## config.mk

```make
export PLATFORM = sky130hd
export DESIGN_NAME = mem_port_arbiter
export DESIGN_NICKNAME = d
export VERILOG_FILES = /design/src/rtl/mem_port_arbiter.sv
export SDC_FILE = /design/constraint.sdc
export NUM_CORES = 1
export LEC_CHECK = 0
export CAP_MARGIN = 20
export CORE_AREA = 5 5 531 533
export CTS_CLUSTER_SIZE = 12
export DETAILED_ROUTE_END_ITERATION = 6
export DIE_AREA = 0 0 536 538
export HOLD_SLACK_MARGIN = 0.1
export PLACE_DENSITY = 0.3
export SYNTH_ARGS = -nofsm -noshare
export SYNTH_HDL_FRONTEND = slang
export SYNTH_SLANG_ARGS = --single-unit
```

## constraint.sdc

```tcl
create_clock -name clk -period 4.75 [get_ports clk]
set_clock_uncertainty 0.15 [all_clocks]
set_input_delay 0.475 -clock clk [delete_from_list [all_inputs] [get_ports clk]]
set_output_delay 0.475 -clock clk [all_outputs]
set_load 0.02 [all_outputs]
```

## src/rtl/mem_port_arbiter.sv

```systemverilog
// Two-port arbiter for the shared 256-bit memory port: port 0 (display fetch) has
// priority, port 1 is forced after MAX_P0_RUN back-to-back port-0 grants. One transaction at a time.
module mem_port_arbiter #(
  parameter int MAX_P0_RUN = 8,
  parameter int TIMEOUT    = 1023
) (
  input  logic         clk,
  input  logic         rst,
  input  logic         p0_req,
  input  logic         p0_rw,
  input  logic [27:0]  p0_addr,
  input  logic [255:0] p0_wdata,
  output logic         p0_done,
  output logic         p0_err,
  input  logic         p1_req,
  input  logic         p1_rw,
  input  logic [27:0]  p1_addr,
  input  logic [255:0] p1_wdata,
  output logic         p1_done,
  output logic         p1_err,
  output logic [255:0] rd_data,
  input  logic [255:0] data_rd,
  input  logic         mem_ready_data,
  output logic         mem_valid_data,
  output logic         mem_rw_data,
  output logic [27:0]  mem_data_addr,
  output logic [255:0] data_wr,
  output logic         grant_id
);

  typedef enum logic [1:0] {IDLE, BUSY, RESP} state_t;

  typedef struct packed {
    logic         rw;
    logic [27:0]  addr;
    logic [255:0] wdata;
  } req_t;

  localparam logic [7:0] RUN_MAX = 8'(MAX_P0_RUN);
  localparam logic [9:0] TO_LAST = (TIMEOUT == 0) ? 10'd0 : 10'(TIMEOUT - 1);

  state_t     state, state_nxt;
  logic [7:0] run_cnt;
  logic [9:0] tcnt;
  logic       sel_p1;
  logic       timeout_hit;
  req_t       sel_req;

  // Port 1 wins only when port 0 is idle or port 0 has used up its run budget.
  assign sel_p1      = p1_req && (!p0_req || (run_cnt >= RUN_MAX));
  assign sel_req     = sel_p1 ? '{p1_rw, p1_addr, p1_wdata} : '{p0_rw, p0_addr, p0_wdata};
  // tcnt counts completed BUSY cycles, so the TIMEOUT-th BUSY cycle sees TIMEOUT-1.
  assign timeout_hit = (TIMEOUT != 0) && (tcnt == TO_LAST);

  always_comb begin
    state_nxt = state;
    case (state)
      IDLE:    if (p0_req || p1_req) state_nxt = BUSY;
      BUSY:    if (mem_ready_data || timeout_hit) state_nxt = RESP;
      RESP:    state_nxt = IDLE;
      default: state_nxt = IDLE;
    endcase
  end

  always_ff @(posedge clk) begin
    if (rst) begin
      state          <= IDLE;
      run_cnt        <= '0;
      tcnt           <= '0;
      p0_done        <= 1'b0;
      p0_err         <= 1'b0;
      p1_done        <= 1'b0;
      p1_err         <= 1'b0;
      rd_data        <= '0;
      mem_valid_data <= 1'b0;
      mem_rw_data    <= 1'b0;
      mem_data_addr  <= '0;
      data_wr        <= '0;
      grant_id       <= 1'b0;
    end else begin
      state   <= state_nxt;
      p0_done <= 1'b0;
      p1_done <= 1'b0;
      p0_err  <= 1'b0;
      p1_err  <= 1'b0;
      case (state)
        IDLE: begin
          tcnt <= '0;
          if (p0_req || p1_req) begin
            mem_rw_data    <= sel_req.rw;
            mem_data_addr  <= sel_req.addr;
            data_wr        <= sel_req.wdata;
            grant_id       <= sel_p1;
            mem_valid_data <= 1'b1;
          end
          if (!p1_req || sel_p1)
            run_cnt <= '0;
          else if (run_cnt != 8'hFF)
            run_cnt <= run_cnt + 8'd1;
        end
        BUSY: begin
          tcnt <= tcnt + 10'd1;
          if (mem_ready_data) begin
            mem_valid_data <= 1'b0;
            if (mem_rw_data) rd_data <= data_rd;
            p0_done <= !grant_id;
            p1_done <= grant_id;
          end else if (timeout_hit) begin
            mem_valid_data <= 1'b0;
            p0_done <= !grant_id;
            p1_done <= grant_id;
            p0_err  <= !grant_id;
            p1_err  <= grant_id;
          end
        end
        RESP: tcnt <= '0;
        default: ;
      endcase
    end
  end

endmodule

```

### Yosys cells after proc, flatten, opt, wreduce, memory -nomap -nowiden

Index checks and enable logic that the tools add are counted.

| word-level totals | value |
|---|---|
| word-level logic and storage cells | 59 |
| register bits after elaboration | 567 |
| input port bits | 831 |

| cells by class | value |
|---|---|
| reduce and logical (&&, ||, !) cells | 20 |
| magnitude comparators | 1 |
| add/subtract/negate cells | 2 |
| bitwise logic cells | 1 |
| equality and inequality tests | 7 |
| muxes and demuxes | 15 |

Operators with widths:

| cell | number |
|---|---|
| $mux 285 | 1 |
| $pmux 10 s2 | 1 |
| $mux 8 | 2 |
| $add 10x1->10 const B | 1 |
| $eq 10x10->1 const B | 1 |
| $add 8x1->8 const B | 1 |
| $ge 8x4->1 const B | 1 |
| $ne 8x8->1 const B | 1 |
| $mux 1 | 7 |
| $reduce_and 2->1 | 3 |
| $reduce_and 3->1 | 2 |
| $reduce_bool 2->1 | 3 |
| $logic_or 1x1->1 | 4 |
| $mux 2 | 2 |
| $ne 2x2->1 const B | 2 |
| $pmux 2 s2 | 1 |
| $reduce_or 2->1 | 2 |
| $logic_not 1->1 | 3 |
| $ne 3x3->1 const B | 1 |
| $reduce_or 3->1 | 1 |
| $eq 2x1->1 const B | 1 |
| $eq 2x2->1 const B | 1 |
| $logic_not 2->1 | 1 |
| $pmux 1 s2 | 1 |
| 2 further kinds | 2 |

### Longest topological paths before layout

Gate-level depths: netlist (run 1).

| depth | value |
|---|---|
| depth in word-level cells | 6 |
| gate-level depth with buffers | 8 |
| depth with buffers taken out | 6 |

### Worst setup path before layout (run 1)

Ideal clock, no wire load.

| path | value |
|---|---|
| path type | input-to-reg |
| start point | in p0_req |
| end point | reg data_wr[144] |
| setup slack | 2.922 ns |
| stages on the path | 6 |
| arrival time | 1.590 ns |
| library setup time | 0.088 ns |
| cells stage by stage | nor2b_1 -> a21boi_2 -> buf_4 -> clkbuf_1 -> nor3_1 -> nor4_2 |

| on the way | value |
|---|---|
| cells in the longest elaborated chain, start to end | 4 |

Ends and longest elaborated chain:

| what | line | RTL |
|---|---|---|
| start: declaration | 9 | `input logic p0_req,` |
| $logic_not 1->1 | 50 | `assign sel_p1 = p1_req && (!p0_req \|\| (run_cnt >= RUN_MAX));` |
| $logic_or 1x1->1 | 50 |  |
| $logic_and 1x1->1 | 50 |  |
| $mux 285 | 51 | `assign sel_req = sel_p1 ? '{p1_rw, p1_addr, p1_wdata} : '{p0_rw, p0_addr, p0_wdata};` |
| end signal: assignment | 92 | `data_wr <= sel_req.wdata;` |
| end: declaration | 27 | `output logic [255:0] data_wr,` |

Parallel ways exist; a longest one is shown, timed or not.
A chain may end at the register's enable or synchronous reset.

### Worst setup path after layout (run 1)

| path | value |
|---|---|
| start point | reg state[0] |
| end point | reg rd_data[210] |

| on the way | value |
|---|---|
| cells in the longest elaborated chain, start to end | 2 |

Ends and longest elaborated chain:

| what | line | RTL |
|---|---|---|
| start: declaration | 42 | `state_t state, state_nxt;` |
| start signal: assignment | 81 | `state <= state_nxt;` |
| $eq 2x1->1 | 86 | `case (state)` |
| $reduce_and 3->1 (no source line) | - |  |
| end signal: assignment | 105 | `if (mem_rw_data) rd_data <= data_rd;` |
| end: declaration | 21 | `output logic [255:0] rd_data,` |

No other way between the ends.

==> out/qor.log, run 1 <==
INFO  run_status     run_status=finished, final reports clean
INFO  power          irDropWorstVdd=0.233mV
INFO  setup_path     worstSetupEndpointType=flip-flop
INFO  finish         n_fill_cell=31,294
INFO  power          power.share.combinational=23.1%
INFO  placement      placedCellCount=7,728
INFO  setup_path     critPathKind=flip-flop to flip-flop
INFO  global_routing grt_util_all_layers=13.5%
INFO  logic_synthesis dominant_cells_by_area_after_synthesis=sky130_fd_sc_hd__dfxtp_1 50%, sky130_fd_sc_hd__nor3_1 13%, sky130_fd_sc_hd__nand2_1 8.5%
INFO  global_routing globalRoute.totalOverflow=0
INFO  drt            route.antenna.remaining_nets=0
INFO  flow_run       drv.max_cap_violation_count=0
INFO  floorplan      i_o_pins=1,378
INFO  worst_hold_path hold_removal_path_class=input port to flip-flop
INFO  clocking       clockBufferDepth=4
INFO  clocking       cts_inserted_buffers=88
INFO  power          leakage_component_of_the_power=15.0nW
INFO  sta            max_slew_margin=30.9%
INFO  placement      io_buffer_count=1,377
INFO  logic_synthesis post_synth_edffs=0
INFO  logic_synthesis synthesis.nets=3,687
INFO  drt            route.detailed.vias_per_inst=3.39
INFO  placement      globalplace.congestion=0.867
INFO  sta            setup_total_negative_slack=0ps
INFO  clocking       cts_num_sinks=567
INFO  power          power.switching_fraction=31.2%
INFO  power          share_seq_of_total_power=34.4%
INFO  setup_path     startpoint=state[0]
INFO  power          net-switching-power=0.00483W
INFO  finish         stdcell_count=8,142
INFO  logic_synthesis ys_ff_latch=567
INFO  clocking       ctsResizeCount=0
INFO  clocking       tritoncts=done
INFO  finish         layout.nets=5,176
INFO  sta            finalMaxSlewViolations=0
INFO  sta            grt_setup_unrepaired=false
INFO  floorplan      initial_core_util=8.30%
INFO  global_routing grt_max_degree=163
INFO  setup_path     cp_required=5320ps
INFO  drt            drt_first_pass_iters=5
INFO  global_routing grt_pass1_wl=269mm
INFO  power          share_clk_of_total_power=42.5%
INFO  floorplan      die_x=536µm
INFO  logic_synthesis library_cell_with_the_highest_instance_count_after_synthesis=sky130_fd_sc_hd__nor3_1
INFO  finish         area.growth.synth_to_final=101%
INFO  floorplan      dieHeight=538µm
INFO  logic_synthesis yosysUniqueCellTypes=35
INFO  setup_path     critical_path.max_fanout=57
INFO  global_routing vias_in_the_first_global_route=28,478
INFO  sta            period_needed=3100ps
INFO  clocking       ctsHoldBuffers=228
INFO  floorplan      die-area=288,000µm²
INFO  logic_synthesis synth_sequential_area_ratio=49.6%
INFO  logic_synthesis postSynth.topFlopCell=sky130_fd_sc_hd__dfxtp_1
INFO  logic_synthesis postSynth.asyncResetShare=0%
INFO  floorplan      floorplan.rows=193
INFO  floorplan      fp.coreArea=276,000µm²
INFO  sta            postLayoutSetupSlackWorst=1650ps
INFO  drt            routedWlPerCell=25.2µm
INFO  clocking       cts.clk_slew.worst_paths=50ps
INFO  sta            hold_viol_final=0
INFO  logic_synthesis yosysWarningCount=0
INFO  clocking       post_cts.repair.setup_buffers=0
INFO  logic_synthesis synthesis.instances=2,852
INFO  power          cell_internal_pwr=0.0106W
INFO  drt            num_vias=27,611
INFO  logic_synthesis synth_common_cells=573 x sky130_fd_sc_hd__nor3_1, 567 x sky130_fd_sc_hd__dfxtp_1, 521 x sky130_fd_sc_hd__nand2_1
INFO  setup_path     critical_path_arrival=3670ps
INFO  placement      dp_hpwl=166mm
INFO  setup_path     critPathLaunchType=flip-flop
INFO  drt            drt_iter0_drc=1,081
INFO  logic_synthesis synth.avg_cell_area=8.03µm²
INFO  sta            clock.fmax=0.323GHz
INFO  sta            final-setup-viol-count=0
INFO  placement      dp_worst_setup_slack=1400ps
INFO  logic_synthesis synth.top_cell.area_share=49.6%
INFO  clocking       cts_htree_levels=3
INFO  drt            remaining_drc_errors=0
INFO  global_routing grt_antenna_before_repair=132
INFO  power          power_per_cell_area=335nW/µm²
INFO  finish         final_layout_size_suffix_gt1_share=7.68%
INFO  clocking       clock-root-buffer=sky130_fd_sc_hd__clkbuf_16
INFO  sta            layout_worst_path_cycle_share=65.2%
INFO  logic_synthesis synth_area=22,900µm²
INFO  setup_path     rr_startpoint=state[0]
INFO  sta            worst_pin_slew=1040ps
INFO  worst_hold_path worst_hold_startpoint=data_rd[209]
INFO  drt            wirelength=206mm
INFO  logic_synthesis synth_top_cell_by_area=sky130_fd_sc_hd__dfxtp_1
INFO  clocking       clkLatencyLatePin=780ps
worst paths after layout:
path              slack (ps)      endpoint  cells past startpoint
hold / removal           190  rd_data[209]                      3
setup reg to reg        1650  rd_data[210]                      6
hold reg to reg          300  rd_data[205]                      2
setup / recovery        1650  rd_data[210]                      6
worst max-delay path, stage by stage (launching register included):
cell,delay [ps]
sky130_fd_sc_hd__dfxtp_1,450
sky130_fd_sc_hd__nor2b_1,420
sky130_fd_sc_hd__and3_4,790
sky130_fd_sc_hd__buf_12,320
sky130_fd_sc_hd__nand2_1,100
sky130_fd_sc_hd__a21oi_1,120
sky130_fd_sc_hd__dlygate4sd3_1,560
kinds of logic (layout without fill, tap and decap cells):
family,count (synthesis),count (layout),share of synthesized area [%]
flops,567,567,49.6
buf+inv,283,1834,5.38
compound gates,270,270,6.00
other cells,0,34,0
fa+ha+maj,4,4,0.219
xor+xnor,15,15,0.574
simple gates,1713,1713,38.3
power groups by stage:
stage	clock (W)	sequential, W	combinational [W]
floorplan	0	0.00576	0.00101
global placement	0	0.00540	0.00346
detailed placement	0	0.00541	0.00345
CTS	0.00693	0.00531	0.00366
global route	0.00704	0.00535	0.00382
finish	0.00657	0.00531	0.00357
placed cells by master (no fill, tap or decap), types with 2 or more instances in the layout:
cell,count
sky130_fd_sc_hd__clkdlybuf4s50_1,1376
sky130_fd_sc_hd__nor3_1,573
sky130_fd_sc_hd__dfxtp_1,567
sky130_fd_sc_hd__nand2_1,521
sky130_fd_sc_hd__nor2_1,308
sky130_fd_sc_hd__a21oi_1,261
sky130_fd_sc_hd__dlygate4sd3_1,228
sky130_fd_sc_hd__nor4_1,158
sky130_fd_sc_hd__nor4_2,130
sky130_fd_sc_hd__clkbuf_16,88
sky130_fd_sc_hd__buf_4,55
sky130_fd_sc_hd__diode_2,34
sky130_fd_sc_hd__clkbuf_1,26
sky130_fd_sc_hd__clkbuf_8,21
sky130_fd_sc_hd__buf_12,18
sky130_fd_sc_hd__xor2_1,9
sky130_fd_sc_hd__clkinv_2,9
sky130_fd_sc_hd__xnor2_1,6
sky130_fd_sc_hd__inv_1,4
sky130_fd_sc_hd__nand3_1,4
sky130_fd_sc_hd__ha_1,4
sky130_fd_sc_hd__nor2b_1,3
sky130_fd_sc_hd__nand4_1,3
sky130_fd_sc_hd__clkinv_16,3
sky130_fd_sc_hd__and4_1,2
sky130_fd_sc_hd__a31oi_1,2
sky130_fd_sc_hd__o21ai_0,2
sky130_fd_sc_hd__nand2b_1,2
sky130_fd_sc_hd__bufinv_16,2
sky130_fd_sc_hd__clkinvlp_4,2
registers in the layout, indices dropped and copies added, names as in the netlist, 2 cells and up:
name           count
data_wr          256
rd_data          256
mem_data_addr     28
tcnt              10
run_cnt            8
state              2
cell type report:
| cell class | count | area [µm²] | share of cell area [%] |
|---|---|---|---|
| antenna | 34 | 85.1 | 0.185 |
| clock buffer | 135 | 2590 | 5.61 |
| clock inverter | 17 | 230 | 0.499 |
| inverter | 4 | 15.0 | 0.0326 |
| multi-input combinational | 2002 | 10400 | 22.5 |
| sequential | 567 | 11400 | 24.6 |
| tap | 3705 | 4640 | 10.1 |
| timing repair buffer | 1678 | 16800 | 36.5 |
routing by layer:
layer	vias up	track usage [%]	share of wire [%]
met5	-	0	0.26
met4	84	3.44	2.7
met3	333	6.02	10
met2	1176	24.4	50
met1	13124	14.3	37
li1	12894	-	-
per-stage QoR:
stage	instance area (µm²)	util (%)	total power [W]	hold WS [ps]
floorplan	22900	-	0.00677	310
global placement	40900	14.8	0.00886	292
detailed placement	40900	14.8	0.00886	296
CTS	46000	16.7	0.0159	100
global route	46100	16.7	0.0162	142
finish	46100	16.7	0.0154	193
Note: power is estimated with default switching activity, not from simulation.
==> inputs of run 2 (changes only) <==
--- a/config.mk
+++ b/config.mk
@@ -6,10 +6,10 @@
 export NUM_CORES = 1
 export LEC_CHECK = 0
 export CAP_MARGIN = 20
-export CORE_AREA = 5 5 531 533
+export CORE_AREA = 5 5 536 538
 export CTS_CLUSTER_SIZE = 12
 export DETAILED_ROUTE_END_ITERATION = 6
-export DIE_AREA = 0 0 536 538
+export DIE_AREA = 0 0 541 543
 export HOLD_SLACK_MARGIN = 0.1
 export PLACE_DENSITY = 0.3
 export SYNTH_ARGS = -nofsm -noshare
==> constraint.sdc (replaced) <==
create_clock -name clk -period 3.1 [get_ports clk]
set_clock_uncertainty 0.15 [all_clocks]
set_input_delay 0.31 -clock clk [delete_from_list [all_inputs] [get_ports clk]]
set_output_delay 0.31 -clock clk [all_outputs]
set_load 0.02 [all_outputs]
==> out/qor.log, run 2 (synthesis gave the netlist of run 1 again) <==
INFO  power          leakage_component_of_the_power=16.9nW
INFO  sta            period_needed=2840ps
INFO  placement      io_buffer_count=1,377
INFO  setup_path     critical_path.max_fanout=27
INFO  finish         mostFrequentLayoutCells=1,376 x sky130_fd_sc_hd__clkdlybuf4s50_1, 589 x sky130_fd_sc_hd__dlygate4sd3_1, 573 x sky130_fd_sc_hd__nor3_1, 567 x sky130_fd_sc_hd__dfxtp_1, 521 x sky130_fd_sc_hd__nand2_1
INFO  sta            max_slew_margin=49.1%
INFO  drt            routedWlPerCell=24.3µm
INFO  drt            wirelength=208mm
INFO  floorplan      dieHeight=543µm
INFO  power          irDropWorstVdd=0.367mV
INFO  placement      globalplace.congestion=0.804
INFO  finish         area.growth.synth_to_final=120%
INFO  finish         layout.nets=5,585
INFO  setup_path     cp_required=3640ps
INFO  clocking       clock-root-buffer=sky130_fd_sc_hd__clkbuf_16
INFO  global_routing grt_max_degree=71
INFO  drt            num_vias=29,221
INFO  global_routing grt_util_all_layers=13.5%
INFO  floorplan      die-area=294,000µm²
INFO  drt            drt_iter0_drc=1,202
INFO  clocking       ctsResizeCount=0
INFO  placement      dp_hpwl=171mm
INFO  finish         final_layout_size_suffix_gt1_share=7.89%
INFO  global_routing grt_antenna_before_repair=126
INFO  clocking       cts_htree_levels=3
INFO  clocking       cts_num_sinks=567
INFO  clocking       cts_inserted_buffers=87
INFO  drt            remaining_drc_errors=0
INFO  setup_path     worstSetupEndpointType=flip-flop
INFO  run_status     run_status=finished, final reports clean
INFO  floorplan      floorplan.rows=195
INFO  global_routing vias_in_the_first_global_route=30,459
INFO  placement      placedCellCount=7,815
INFO  worst_hold_path hold_removal_path_class=input port to flip-flop
INFO  finish         largestRegisters=data_wr: 256 flops, rd_data: 256 flops, mem_data_addr: 28 flops
INFO  floorplan      die_x=541µm
INFO  setup_path     critPathKind=flip-flop to flip-flop
INFO  finish         final_common_cell=sky130_fd_sc_hd__clkdlybuf4s50_1
INFO  setup_path     critical_path_arrival=3380ps
INFO  power          power_per_cell_area=482nW/µm²
INFO  sta            final-setup-viol-count=0
INFO  floorplan      initial_core_util=8.13%
INFO  flow_run       drv.max_cap_violation_count=0
INFO  global_routing grt_pass1_wl=275mm
INFO  drt            route.antenna.remaining_nets=0
INFO  sta            grt_setup_unrepaired=false
INFO  finish         stdcell_count=8,579
INFO  sta            finalMaxSlewViolations=0
INFO  setup_path     reg2reg_setup_slack=260ps
INFO  sta            hold_viol_final=0
INFO  setup_path     rr_worst_depth=7
INFO  global_routing globalRoute.totalOverflow=0
INFO  drt            route.detailed.vias_per_inst=3.41
INFO  floorplan      i_o_pins=1,378
INFO  sta            setup_total_negative_slack=0ps
INFO  sta            worst_pin_slew=763ps
INFO  clocking       clockBufferDepth=4
INFO  drt            drt_first_pass_iters=5
INFO  power          totalPowerFinal=0.0243W
INFO  placement      placedInstanceArea=41,600µm²
INFO  finish         final_design_area_no_fill=50,300µm²
INFO  floorplan      fp.coreArea=282,000µm²
INFO  clocking       tritoncts=done
INFO  clocking       cts.clk_slew.worst_paths=50ps
INFO  setup_path     critPathLaunchType=flip-flop
INFO  finish         final_design_utilization=17.9%
INFO  sta            clock.fmax=0.352GHz
INFO  sta            layout_worst_path_cycle_share=91.5%
INFO  clocking       clkLatencyLatePin=790ps
INFO  worst_hold_path min_path_cells=3
-- run 2: cell types whose count changed in the layout (fill, tap and decap cells not counted), moves of 2 or more --
cell | previous run | this run
sky130_fd_sc_hd__dlygate4sd3_1 | 228 | 589
sky130_fd_sc_hd__buf_12 | 18 | 36
sky130_fd_sc_hd__buf_4 | 55 | 86
sky130_fd_sc_hd__clkinv_2 | 9 | 5
sky130_fd_sc_hd__clkinvlp_4 | 2 | 0
sky130_fd_sc_hd__clkinv_16 | 3 | 1
sky130_fd_sc_hd__inv_6 | 0 | 2
sky130_fd_sc_hd__clkbuf_8 | 21 | 15
sky130_fd_sc_hd__clkbuf_1 | 26 | 24
sky130_fd_sc_hd__bufinv_16 | 2 | 6
-- run 2: worst max-delay path: stages (launching register included) --
cell	delay, ps
sky130_fd_sc_hd__dfxtp_1	360
sky130_fd_sc_hd__nor4_4	420
sky130_fd_sc_hd__a21bo_4	200
sky130_fd_sc_hd__buf_12	180
sky130_fd_sc_hd__buf_4	390
sky130_fd_sc_hd__nor3_1	110
sky130_fd_sc_hd__nor4_2	250
sky130_fd_sc_hd__dlygate4sd3_1	600
-- run 2: final cells by class --
class,instances,area (µm²)
Clock buffer,126,2470
Multi-Input combinational cell,2002,10400
Antenna cell,33,82.6
Timing Repair Buffer,2088,21100
Sequential cell,567,11400
Clock inverter,16,278
Inverter,4,15.0
Fill cell,31663,231000
Tap cell,3743,4680
-- run 2: repair_timing --
action | CTS | global route
endpoints found under the setup margin | 0 | 0
buffers inserted | 0 | 0
hold endpoints to repair | 490 | 0
hold buffers | 589 | 0
-- run 2: where the power goes --
group | internal [W] | switching, W | leakage (nW) | total (W)
clock network | 0.00599 | 0.00401 | 1.34 | 0.0100
registers | 0.00781 | 0.000324 | 4.65 | 0.00813
logic | 0.00306 | 0.00307 | 10.9 | 0.00613
total | 0.0169 | 0.00740 | 16.9 | 0.0243
-- run 2: worst paths after layout --
path,start,endpoint
worst max register to register,run_cnt[3],data_wr[103]
worst max-delay path,run_cnt[3],data_wr[103]
worst min register to register,rd_data[185],rd_data[185]
worst min-delay path,data_rd[64],rd_data[64]
-- run 2: routing by layer --
layer  track usage [%]  routed length (µm)  up-vias  part of all wire (%)
met2              23.6              102000     1280                    49
met3              6.01               20900      345                    10
met4              4.46                7080       72                   3.4
met1              14.5               78300    13798                    38
li1                  -                   -    13726                     -
met5                 0                 467        -                  0.22
-- run 2: per-stage QoR --
step                hold slack (ps)  setup WS, ps
floorplan                       296          1350
global placement                293           356
detailed placement              297           348
CTS                             100           263
global route                    106           107
finish                          108           262
==> inputs of run 3 (changes only) <==
--- a/config.mk
+++ b/config.mk
@@ -12,6 +12,7 @@
 export DIE_AREA = 0 0 541 543
 export HOLD_SLACK_MARGIN = 0.1
 export PLACE_DENSITY = 0.3
+export SLEW_MARGIN = 20
 export SYNTH_ARGS = -nofsm -noshare
 export SYNTH_HDL_FRONTEND = slang
 export SYNTH_SLANG_ARGS = --single-unit
==> results of run 3 <==
The final DEF is identical to that of run 2; final timing and power are the same.
